<file path="src/rtl/band8_distributor.sv">
// Single-slot distributor: accepts a 4-bit word, delivers it into one of eight registered
// output channels with full/ack handshake. Define BAND8_DISTRIBUTOR_AUTO_EN for round-robin routing.
module band8_distributor (
  input  logic       clk,
  input  logic       rst_n,
  input  logic [3:0] in,
  input  logic       in_valid,
  output logic       in_ready,
  input  logic [2:0] ctrl,
  output logic [3:0] out0,
  output logic [3:0] out1,
  output logic [3:0] out2,
  output logic [3:0] out3,
  output logic [3:0] out4,
  output logic [3:0] out5,
  output logic [3:0] out6,
  output logic [3:0] out7,
  output logic [7:0] full,
  input  logic [7:0] ack,
  output logic       frame_done
);

  // state   | meaning
  // IDLE    | ready to capture a word into hold
  // DELIVER | hold waits for its channel to be free (or acked this cycle)
  typedef enum logic {IDLE = 1'b0, DELIVER = 1'b1} state_t;

  state_t     state, state_next;
  logic [3:0] hold;
  logic [2:0] hold_ch;
  logic [2:0] dest;
  logic [3:0] out_q [8];
  logic [7:0] full_next;
  logic       deliver;
  logic       accept;

  always_ff @(posedge clk or negedge rst_n) begin
    if (!rst_n) state <= IDLE;
    else        state <= state_next;
  end

  // in_ready depends on state only, so no combinational in_valid -> in_ready path
  always_comb begin
    state_next = state;
    in_ready   = 1'b0;
    deliver    = 1'b0;
    accept     = 1'b0;
    case (state)
      IDLE: begin
        in_ready = 1'b1;
        if (in_valid) begin
          accept     = 1'b1;
          state_next = DELIVER;
        end
      end
      DELIVER: begin
        if (!full[hold_ch] || ack[hold_ch]) begin
          deliver    = 1'b1;
          state_next = IDLE;
        end
      end
      default: state_next = IDLE;
    endcase
  end

  // A same-cycle delivery wins over an ack on the same channel
  always_comb begin
    full_next = full & ~ack;
    if (deliver) full_next[hold_ch] = 1'b1;
  end

  always_ff @(posedge clk or negedge rst_n) begin
    if (!rst_n) begin
      hold    <= 4'h0;
      hold_ch <= 3'd0;
      full    <= 8'h00;
      for (int i = 0; i < 8; i++) out_q[i] <= 4'h0;
    end else begin
      if (accept) begin
        hold    <= in;
        hold_ch <= dest;
      end
      full <= full_next;
      for (int i = 0; i < 8; i++)
        if (deliver && (hold_ch == 3'(i))) out_q[i] <= hold;
    end
  end

  assign out0 = out_q[0];
  assign out1 = out_q[1];
  assign out2 = out_q[2];
  assign out3 = out_q[3];
  assign out4 = out_q[4];
  assign out5 = out_q[5];
  assign out6 = out_q[6];
  assign out7 = out_q[7];

`ifdef BAND8_DISTRIBUTOR_AUTO_EN
  logic [2:0] ptr;
  logic [2:0] unused_ctrl;

  assign unused_ctrl = ctrl;
  assign dest        = ptr;

  always_ff @(posedge clk or negedge rst_n) begin
    if (!rst_n) begin
      ptr        <= 3'd0;
      frame_done <= 1'b0;
    end else begin
      frame_done <= deliver && (hold_ch == 3'd7);
      if (deliver) ptr <= ptr + 3'd1;
    end
  end
`else
  assign dest       = ctrl;
  assign frame_done = 1'b0;
`endif

endmodule
</file>
<file path="config.mk">
export PLATFORM = sky130hd
export DESIGN_NAME = band8_distributor
export DESIGN_NICKNAME = d
export VERILOG_FILES = /design/src/rtl/band8_distributor.sv
export SDC_FILE = /design/constraint.sdc
export NUM_CORES = 1
export LEC_CHECK = 0
export ABC_CLOCK_PERIOD_IN_PS = 1650
export CORE_MARGIN = 3
export CORE_UTILIZATION = 57
export CTS_CLUSTER_DIAMETER = 150
export DETAILED_ROUTE_END_ITERATION = 7
export DONT_BUFFER_PORTS = 1
export GPL_ROUTABILITY_DRIVEN = 0
export PLACE_DENSITY_LB_ADDON = 0.3
export SYNTH_ARGS = -nofsm -noshare
export SYNTH_HDL_FRONTEND = slang
export SYNTH_SLANG_ARGS = --single-unit
</file>
<file path="constraint.sdc">
create_clock -name clk -period 1.65 [get_ports clk]
set_input_delay 0.33 -clock clk [delete_from_list [all_inputs] [get_ports clk]]
set_output_delay 0.33 -clock clk [all_outputs]
set_load 0.05 [all_outputs]
</file>
Yosys cells after proc, flatten, opt, wreduce, memory -nomap -nowiden
Index checks and enable logic that the tools add are counted.

storage, ports and cells
  output and inout port bits = 42
  register bits after elaboration = 48
  word-level logic and storage cells = 51

cells by class
  magnitude comparators = 2
  mux-type cells = 14
  reduce and logical (&&, ||, !) cells = 12
  bitwise gates (word level) = 4
  equal/unequal tests = 7

operators by type and width
  kind                                                                    number
  3-bit == test (second input constant)                                   4
  1-bit logical AND                                                       9
  1-bit 2-to-1 mux                                                        9
  8-bit AND                                                               1
  8-bit 2-to-1 mux                                                        1
  8-bit NOT                                                               1
  8-bit OR                                                                1
  1-bit binary-select mux with 3-bit select                               2
  3-bit by 2-bit == test with 1-bit output (second input constant)        2
  3-bit by 4-bit < comparator with 1-bit output (second input constant)   1
  1-bit demux with 3-bit select                                           1
  3-bit by 1-bit == test with 1-bit output (second input constant)        1
  3-bit by 1-bit >= comparator with 1-bit output (second input constant)  1
  3-bit zero test                                                         1
  1-bit one-hot mux with 2 select lines                                   1
  1-bit zero test                                                         1
  1-bit logical OR                                                        1
  1-bit NOT                                                               1

Longest topological paths before layout
Gate-level depths: netlist of the first run.

  depth after elaboration = 7
  mapped depth = 4
  depth with buffers taken out = 4

Worst setup path after synthesis of the first run
No wires, ideal clock.

  path type = register to register
  start point = register full[6]
  end point = register out_q (netlist bit out6[0])
  library setup time = 0.125 ns
  buffers on the path = 0
  clock period less this slack = 1.655 ns
  path slack = -0.005 ns
  required time = 1.525 ns
  arrival time = 1.531 ns
  stages on the path, launching flop included = 4
  cell sequence = dfrtp_1 and2b_1 nor4b_4 mux2_2

on the way
  cells in the longest elaborated chain, start to end = 7

ends and longest elaborated chain
  element                                    line  source
  from (decl)                                18    output logic [7:0] full,
  from (signal assigned)                     83    full <= full_next;
  1-bit binary-select mux with 3-bit select  57    if (!full[hold_ch] || ack[hold_ch]) begin
  1-bit 2-to-1 mux (implied by the code)     57
  1-bit zero test                            57
  1-bit logical OR                           57
  1-bit 2-to-1 mux                           57
  1-bit 2-to-1 mux                           48    case (state)
  1-bit logical AND                          85    if (deliver && (hold_ch == 3'(i))) out_q[i] <= hold;
  to (signal, indexed assignment)            85
  to (decl)                                  32    logic [3:0] out_q [8];

No other way between the ends. The select of a mux whose other input is x is not followed.
A chain may end at the register's enable or synchronous reset.

Worst setup path after layout of the first run
  start point = register hold_ch[1]
  end point = register out_q (netlist bit out3[0])

on the way
  cells in the longest elaborated chain, start to end = 7

ends and longest elaborated chain
  element                                    line  source
  from (decl)                                30    logic [2:0] hold_ch;
  from (signal assigned)                     81    hold_ch <= dest;
  1-bit binary-select mux with 3-bit select  57
  1-bit 2-to-1 mux (implied by the code)     57
  1-bit zero test                            57
  1-bit logical OR                           57
  1-bit 2-to-1 mux                           57
  1-bit 2-to-1 mux                           48
  1-bit logical AND *                        85

Every way passes the cells marked *; elsewhere a longest branch is shown, timed or not. The select of a mux whose other input is x is not followed.

==> results.txt, run 1 <==
status: completed
Root Buffer: clkbuf_4
Worst-path clk slew: 130 ps
Async SR Flop Fraction: 100.0%
setup bufs post-CTS: 0
max-slew violation count: 0
Seq/Total Area, Yosys: 60.49%
final critical-path required period: 1577 ps
CTS buffer count: 5
number of enable flip-flop cells after synthesis: 0
Die Area: 4228 µm²
via/cell ratio: 5.768
Hold Startpoint: ctrl[1]
# rows: 20
Slowest-stage cell, CP: dfrtp_1
RR Endpoint: out3[0]$_DFFE_PN0P_
post-synthesis xor/xnor area fraction: 0%
dpl hpwl: 2700 µm
Total Neg Setup Slack: 0 ps
unrepaired setup endpoints after global routing: false
Post-Synth Adder-Cell Area: 0%
Hold EP: hold_ch[1]$_DFFE_PN0P_
reg2reg start: hold_ch[1]$_DFFE_PN0P_
Fin. Hold Viols: 0
final worst-path cycle share: 95.56%
worst path bufs/invs: 0
initial drt markers: 60
Final Setup Violations: 0
routed length per instance: 20.45 µm
later-pin clock latency in the skew report: 360 ps
crit end category: flop
clk buf depth: 2
initial core utilization: 62.48%
Main synth FF type: dfrtp_1
vias in the first global route: 1,212
CP startpoint kind: flop
H-tree depth: 2
Simple-Gate Fraction of Synth Area: 12.04%
Buffers on Ports: 0
DRT antenna net count: 0
CTS sink cnt: 48
Avg Cell Area, Syn: 15.27 µm²
type of the most critical hold path: in2reg
setup skew after layout: 8.638 ps
remaining global-route overflow: 0
global-route wire length before repair: 6154 µm
Area Overhead vs Synth: 10.02%
R2R depth: 3
Overall Global Routing Usage: 19.89%
CP Data Required Time: 1900 ps
vias: 1,096
Yosys warning total: 0
delay-heaviest family, CP: flip-flops
Post-Syn Instances: 130
main combinational cell family by area after synthesis: multiplexers
Ports: 60
core area: 3178 µm²
initial antenna violation count: 0
share of layout cells above drive strength 1: 44.52%
mux cell area share after synthesis: 24.57%
post-synthesis compound-gate area fraction: 0.3781%
CTS tree: built
Setup CP Type: reg2reg
Ant. Diodes: 0
drt pass-1 iters: 4
Die H: 65.02 µm
width of the die: 65.02 µm
largest net degree at the start of global routing: 49
Max Cap Viol: 0
Layout Nets: 163
Mapped Area: 1986 µm²
delay of the slowest critical-path stage: 650 ps
WHS Path Cells: 1
Total Wirelength: 3886 µm
Synth cell types: 25
syn_nets: 148
Max Fanout on Critical Path: 12
maximum clock frequency: 0.6343 GHz
CP arrival: 1830 ps
r2r setup slk: 70 ps
drt drc: 0
critical path cell sequence: nand3_1 > nor2b_4 > mux2_2
synthesized flop and latch total: 48
==> what timing repair did <==
| action | in CTS | in global routing |
|---|---|---|
| endpoints found under the hold margin | 48 | 0 |
| hold buffers | 2 | 0 |
| endpoints found under the setup margin | 0 | 4 |
| resized for setup | 0 | 2 |
==> synth_stat cells (2+ instances only) <==
library cell	count	share of area, %
nand2b_1	7	2.2
dfrtp_1	48	60
nor2_1	2	0.38
buf_6	2	1.1
nand2_1	6	1.1
nand4b_1	2	0.88
mux2_2	39	22
nand3_1	2	0.50
inv_1	3	0.57
and2b_1	3	1.1
nor4b_4	2	2.4
==> cell families (layout without fill, tap and decap cells) <==
family / Yosys count / count (layout)
and+or+nand+nor: 32 / 32
DFF: 48 / 48
buffers and inverters: 7 / 23
other: 1 / 1
muxes: 41 / 41
AOI/OAI and AO/OA: 1 / 1
==> worst max path at each step <==
stage	start	to	slack, ps	depth (start not counted)
2_1_floorplan	full[6]$_DFF_PN0_	out6[0]$_DFFE_PN0P_	90	3
4_1_cts	hold_ch[0]$_DFFE_PN0P_	out3[3]$_DFFE_PN0P_	70	3
6_report	hold_ch[1]$_DFFE_PN0P_	out3[0]$_DFFE_PN0P_	70	3
3_5_place_dp	hold_ch[0]$_DFFE_PN0P_	out3[2]$_DFFE_PN0P_	90	3
3_3_place_gp	hold_ch[0]$_DFFE_PN0P_	out3[3]$_DFFE_PN0P_	140	3
5_1_grt	hold_ch[1]$_DFFE_PN0P_	out3[2]$_DFFE_PN0P_	0.7	3
==> placed cells by master (no fill, tap or decap), types with 3 or more instances in the layout <==
master,synthesis,final
clkbuf_4,0,5
nand2b_1,7,7
and2b_1,3,3
nand2_1,6,6
inv_1,3,3
dfrtp_1,48,46
mux2_2,39,39
buf_4,1,10
==> state kept, by name, indices dropped and copies added, names as in the netlist <==
name,count
full,8
hold,4
hold_ch,3
out0,4
out1,4
out2,4
out3,4
out4,4
out5,4
out6,4
out7,4
state,1
==> through the flow <==
step	cells	area, µm²	setup WS (ps)	hold WS [ps]	util [%]
floorplan	130	1987	91.35	34.41	-
global placement	180	2082	144.2	35.69	65.51
detailed placement	180	2082	88.06	35.81	65.51
CTS	190	2178	73.60	110.5	68.54
global route	190	2185	0.6788	82.31	68.74
finish	190	2185	73.34	110.1	68.74
==> final cells by class <==
cell class | count | area [µm²]
fill | 234 | 993.5
inverter | 3 | 11.26
multi-input combinational | 75 | 743.2
tap | 44 | 55.05
sequential | 48 | 1204
timing repair buffer | 12 | 112.6
clock buffer | 8 | 58.81
==> per-layer routing <==
layer	track usage [%]	vias to the layer above	part of all wire, %
met4	6.477	0	1.2
met3	7.972	5	9.0
met2	33.33	49	50
met1	23.34	560	40
li1	-	482	-
met5	0	-	0
Power of run 1 is not shown: default switching activity piles up to over one toggle a cycle in this logic, so the estimate is an artifact.
==> inputs of run 2 (changes only) <==
ABC_CLOCK_PERIOD_IN_PS = 1400   (was 1650)
CORE_UTILIZATION = 50   (was 57)
clock period = 1.4 ns   (was 1.65 ns; I/O delays follow)
==> run 2 against run 1 <==
The run now ends with hold timing, setup timing left; fmax rose by 8.8%; worst setup slack lost 120 ps; routed wire length up 11%.
==> results.txt, run 2 (synthesis gave the netlist of run 1 again) <==
CP arrival: 1630 ps
failing checks: hold timing, setup timing
Worst-Margin Slew: 509.3 ps
Comb power frac: 20.1%
Sw Ratio: 49.58%
Flop pwr share: 67.0%
Max Fanout on Critical Path: 4
number of flip-flops in the largest register: 8
CTS tree: built
normalized max-slew margin: 66.05%
RR Endpoint: out3[0]$_DFFE_PN0P_
Setup crit end: out3[0]$_DFFE_PN0P_
R2R depth: 4
Overall Global Routing Usage: 19.00%
vias in the first global route: 1,277
final worst-path cycle share: 103.5%
Max Cap Viol: 0
remaining global-route overflow: 0
CTS sink cnt: 48
drt drc: 0
via/cell ratio: 5.493
maximum clock frequency: 0.6902 GHz
unrepaired setup endpoints after global routing: true
status: finished, violations left
CTS buffer count: 5
Die H: 69.02 µm
H-tree depth: 2
Fillers: 292
Ant. Diodes: 0
Setup WS post-layout: -48.94 ps
Setup CP Type: reg2reg
Total Neg Setup Slack: -468.9 ps
# rows: 22
most common cell after layout, fill and taps aside: dfrtp_1
crit end category: flop
share of layout cells above drive strength 1: 59.87%
Layout Nets: 174
Final Setup Violations: 20
setup skew after layout: 11.24 ps
Int Pwr: 3.039 mW
initial core utilization: 53.04%
Pleak: 1.159 nW
max-slew violation count: 0
largest register by flop count: full
CP Data Required Time: 1580 ps
DRT antenna net count: 0
Worst-path clk slew: 80 ps
commonest cells after routing, fill and taps aside: dfrtp_1, mux2_4, buf_4
later-pin clock latency in the skew report: 300 ps
Clock Power Share: 12.8%
width of the die: 69.02 µm
Psw: 2.988 mW
Post-Place Setup Slack: -150.1 ps
r2r setup slk: -50 ps
final critical-path required period: 1449 ps
reg2reg start: hold_ch[2]$_DFFE_PN0P_
Total Wirelength: 4318 µm
routed length per instance: 21.06 µm
dpl hpwl: 2871 µm
Critical Path Start: hold_ch[2]$_DFFE_PN0P_
Root Buffer: clkbuf_8
initial antenna violation count: 0
Fin. Hold Viols: 48
PwrDens: 2461 nW/µm²
type of the most critical hold path: in2async
CP startpoint kind: flop
Die Area: 4764 µm²
Buffers on Ports: 0
largest net degree at the start of global routing: 49
global-route wire length before repair: 6948 µm
clk buf depth: 2
hold_ws: -327.7 ps
peak supply drop: 1.598 mV
drt pass-1 iters: 4
core area: 3744 µm²
Ports: 60
Area Overhead vs Synth: 23.31%
vias: 1,126
initial drt markers: 34
[run 2: cell types whose count changed in the layout (fill, tap and decap cells not counted), sizes merged]
cell         before  now
buf              11   23
clkbuf            8    7
clkinv            0    1
dlygate4sd3       1    0
[run 2: per-stage QoR]
step                      instances  area (µm²)  util, %  hold slack (ps)  power, mW
after floorplan                 130        1997        -           -15.59      4.597
after global placement          187        2120    56.62           -13.79      4.825
after CTS                       202        2295    61.30           -341.2      5.781
after global routing            205        2449    65.41           -361.1      6.276
final                           205        2449    65.41           -327.7      6.026
after detailed placement        187        2120    56.62           -13.94      4.901
[run 2: per-layer routing]
metal / up-vias / share of wire (%) / GRT usage (%)
met5: - / 0 / 0
met4: 0 / 1.0 / 6.508
met3: 4 / 8.1 / 9.329
met2: 39 / 49 / 29.77
met1: 582 / 42 / 22.82
li1: 501 / - / -
[run 2: cell type report]
type	instances	area (µm²)	area share, %
inverters	3	11.26	0.4599
clock inverters	1	5.005	0.2044
flip-flops and latches	48	1215	49.62
well taps	48	60.06	2.453
repair buffers	23	191.4	7.818
multi-input cells	75	889.6	36.33
clock buffers	7	76.32	3.117
[run 2: worst min path at each step]
stage	to	slack [ps]	cells after the start	start
floorplan	full[0]$_DFF_PN0_	-20	0	rst_n
global placement	full[0]$_DFF_PN0_	-10	0	rst_n
detailed placement	full[3]$_DFF_PN0_	-10	0	rst_n
CTS	out4[0]$_DFFE_PN0P_	-340	0	rst_n
global route	hold[1]$_DFFE_PN0P_	-360	0	rst_n
finish	out4[3]$_DFFE_PN0P_	-330	0	rst_n
[run 2: power by group through the flow]
stage | logic [mW] | clock network, mW | registers [mW]
after floorplan | 0.643 | 0 | 3.95
after global placement | 0.800 | 0 | 4.02
after detailed placement | 0.854 | 0 | 4.05
after CTS | 0.961 | 0.797 | 4.02
after global routing | 1.30 | 0.877 | 4.10
final | 1.21 | 0.772 | 4.04
[run 2: what timing repair did]
item | CTS | global route
setup endpoints to repair | 33 | 40
resized for setup | 13 | 35
setup buffers | 7 | 3
cloned | 0 | 0
hold endpoints to repair | 48 | 48
pin swaps | 2 | 5
[run 2: worst max-delay path: stages, from the launching register on]
cell	delay, ps
dfrtp_1	400
and2b_2	290
nand3_4	100
nor2b_4	220
mux2_4	320
Note: power is estimated with default switching activity, not from simulation.
==> inputs of run 3 (changes only) <==
CORE_MARGIN = 5   (was 3)
==> run 3 against run 2 <==
Worst setup slack better by 21 ps; critical path depth stayed put; via count is 0.36% lower; clock-buffer cell count stayed put; sequential power hardly changed; die area is 12% higher; non-clock buffer count is 3 lower; critical path type unchanged; combinational power is 19% lower; total power is 3.4% lower; the run still ends with hold timing, setup timing left; flip-flop and latch count stayed put.
==> results.txt, run 3 (synthesis gave the netlist of run 1 again) <==
status: finished, violations left
width of the die: 73.02 µm
clk buf depth: 2
CTS buffer count: 5
Register Area: 1215 µm²
dpl hpwl: 2931 µm
share of layout cells above drive strength 1: 58.44%
r2r setup slk: -30 ps
Ports: 60
initial core utilization: 50.74%
Critical Path Start: hold_ch[2]$_DFFE_PN0P_
Max Cap Viol: 0
Area Overhead vs Synth: 17.39%
final worst-path cycle share: 102.0%
type of the most critical hold path: in2async
Die H: 73.02 µm
area of the multi-input gates: 794.5 µm²
reg2reg start: hold_ch[2]$_DFFE_PN0P_
metal2 WL: 1996 µm
Slowest-stage cell, CP: dfrtp_1
wl on met1: 1535 µm
CTS sink cnt: 48
Max Fanout on Critical Path: 4
Buffers on Ports: 0
peak supply drop: 1.491 mV
Die Area: 5332 µm²
CP arrival: 1610 ps
Setup CP Type: reg2reg
placed cell area: 2130 µm²
delay-heaviest family, CP: simple AND/OR/NAND/NOR gates
WL met3: 472 µm
DRT antenna net count: 0
Final Instance Area: 2331 µm²
normalized max-slew margin: 66.33%
worst path bufs/invs: 0
Pleak: 1.063 nW
drt pass-1 iters: 4
via/cell ratio: 5.500
critical path cell sequence: and2b_2 > nand3_2 > nor2b_4 > mux2_4
core area: 3914 µm²
Root Buffer: clkbuf_8
vias in the first global route: 1,228
crit end category: flop
Worst-path clk slew: 90 ps
global-route wire length before repair: 6479 µm
failing checks: hold timing, setup timing
final critical-path required period: 1428 ps
Highest Signal Layer: met4
commonest cells after routing, fill and taps aside: dfrtp_1, mux2_2, buf_4
max-slew violation count: 0
H-tree depth: 2
Ant. Diodes: 0
initial drt markers: 84
setup skew after layout: 8.827 ps
drt drc: 0
maximum clock frequency: 0.7003 GHz
Setup WS post-layout: -27.95 ps
Fin. Hold Viols: 48
most common cell after layout, fill and taps aside: dfrtp_1
remaining global-route overflow: 0
unrepaired setup endpoints after global routing: true
Worst-Margin Slew: 505.0 ps
delay of the slowest critical-path stage: 390 ps
# rows: 23
CP startpoint kind: flop
vias: 1,122
Fillers: 333
Total Wirelength: 4046 µm
CP Data Required Time: 1580 ps
initial antenna violation count: 0
Layout Nets: 171
routed length per instance: 19.83 µm
largest net degree at the start of global routing: 49
CTS tree: built
largest register by flop count: full
later-pin clock latency in the skew report: 300 ps
Final Setup Violations: 20
Overall Global Routing Usage: 16.45%
Post-Place Setup Slack: -117.7 ps
PwrDens: 2498 nW/µm²
post-layout util: 59.56%
hold_ws: -333.5 ps
Total Neg Setup Slack: -380.3 ps
number of flip-flops in the largest register: 8
## run 3: cell count changes in the layout (fill, tap and decap cells not counted), sizes merged
| cell | before | now |
|---|---|---|
| buf | 23 | 20 |
| clkinvlp | 0 | 1 |
| clkinv | 1 | 0 |
## run 3: metal layers
| layer | vias up | global-route usage, % |
|---|---|---|
| li1 | 502 | - |
| met1 | 569 | 18.95 |
| met2 | 46 | 25.32 |
| met3 | 5 | 9.091 |
| met4 | 0 | 6.762 |
| met5 | - | 0 |
## run 3: power by group
| group | internal (mW) | switching [mW] | leakage [nW] |
|---|---|---|---|
| Combinational | 0.604 | 0.376 | 0.444 |
| Sequential | 1.89 | 2.13 | 0.575 |
| Clock | 0.401 | 0.422 | 0.0445 |
## run 3: layout make-up
class / instances / share of cell area (%)
flip-flops and latches: 48 / 52.12
well taps: 50 / 2.684
repair buffers: 20 / 6.602
clock buffers: 7 / 3.704
inverters: 3 / 0.4831
multi-input cells: 75 / 34.08
clock inverters: 1 / 0.3221
## run 3: worst reg2reg max path, delay by kind of cell, from the launching register on
kind          cells  cell delay, ps
simple gates      3             610
flops             1             390
mux               1             320
## run 3: path summary, 6_finish.rpt
check | endpoint | depth (start not counted)
max in group asynchronous | full[4]$_DFF_PN0_ | 0
worst min register to register | full[2]$_DFF_PN0_ | 2
min in group clk | hold_ch[1]$_DFFE_PN0P_ | 1
worst min-delay path | full[7]$_DFF_PN0_ | 0
worst max register to register | out3[3]$_DFFE_PN0P_ | 4
worst max-delay path | out3[3]$_DFFE_PN0P_ | 4
## run 3: metrics by stage
step                      hold slack, ps  power (mW)  std cells
after CTS                         -342.9       5.826        201
after global placement            -14.05       4.858        190
after detailed placement          -13.85       4.927        190
final                             -333.5       5.822        204
after floorplan                   -15.59       4.597        130
after global routing              -359.0       6.061        204
## run 3: timing repair
item,in CTS,in global routing
endpoints found under the setup margin,33,40
gates resized for setup,10,8
endpoints found under the hold margin,48,48
gates cloned,0,0
pin swaps,4,3
setup buffers,3,3
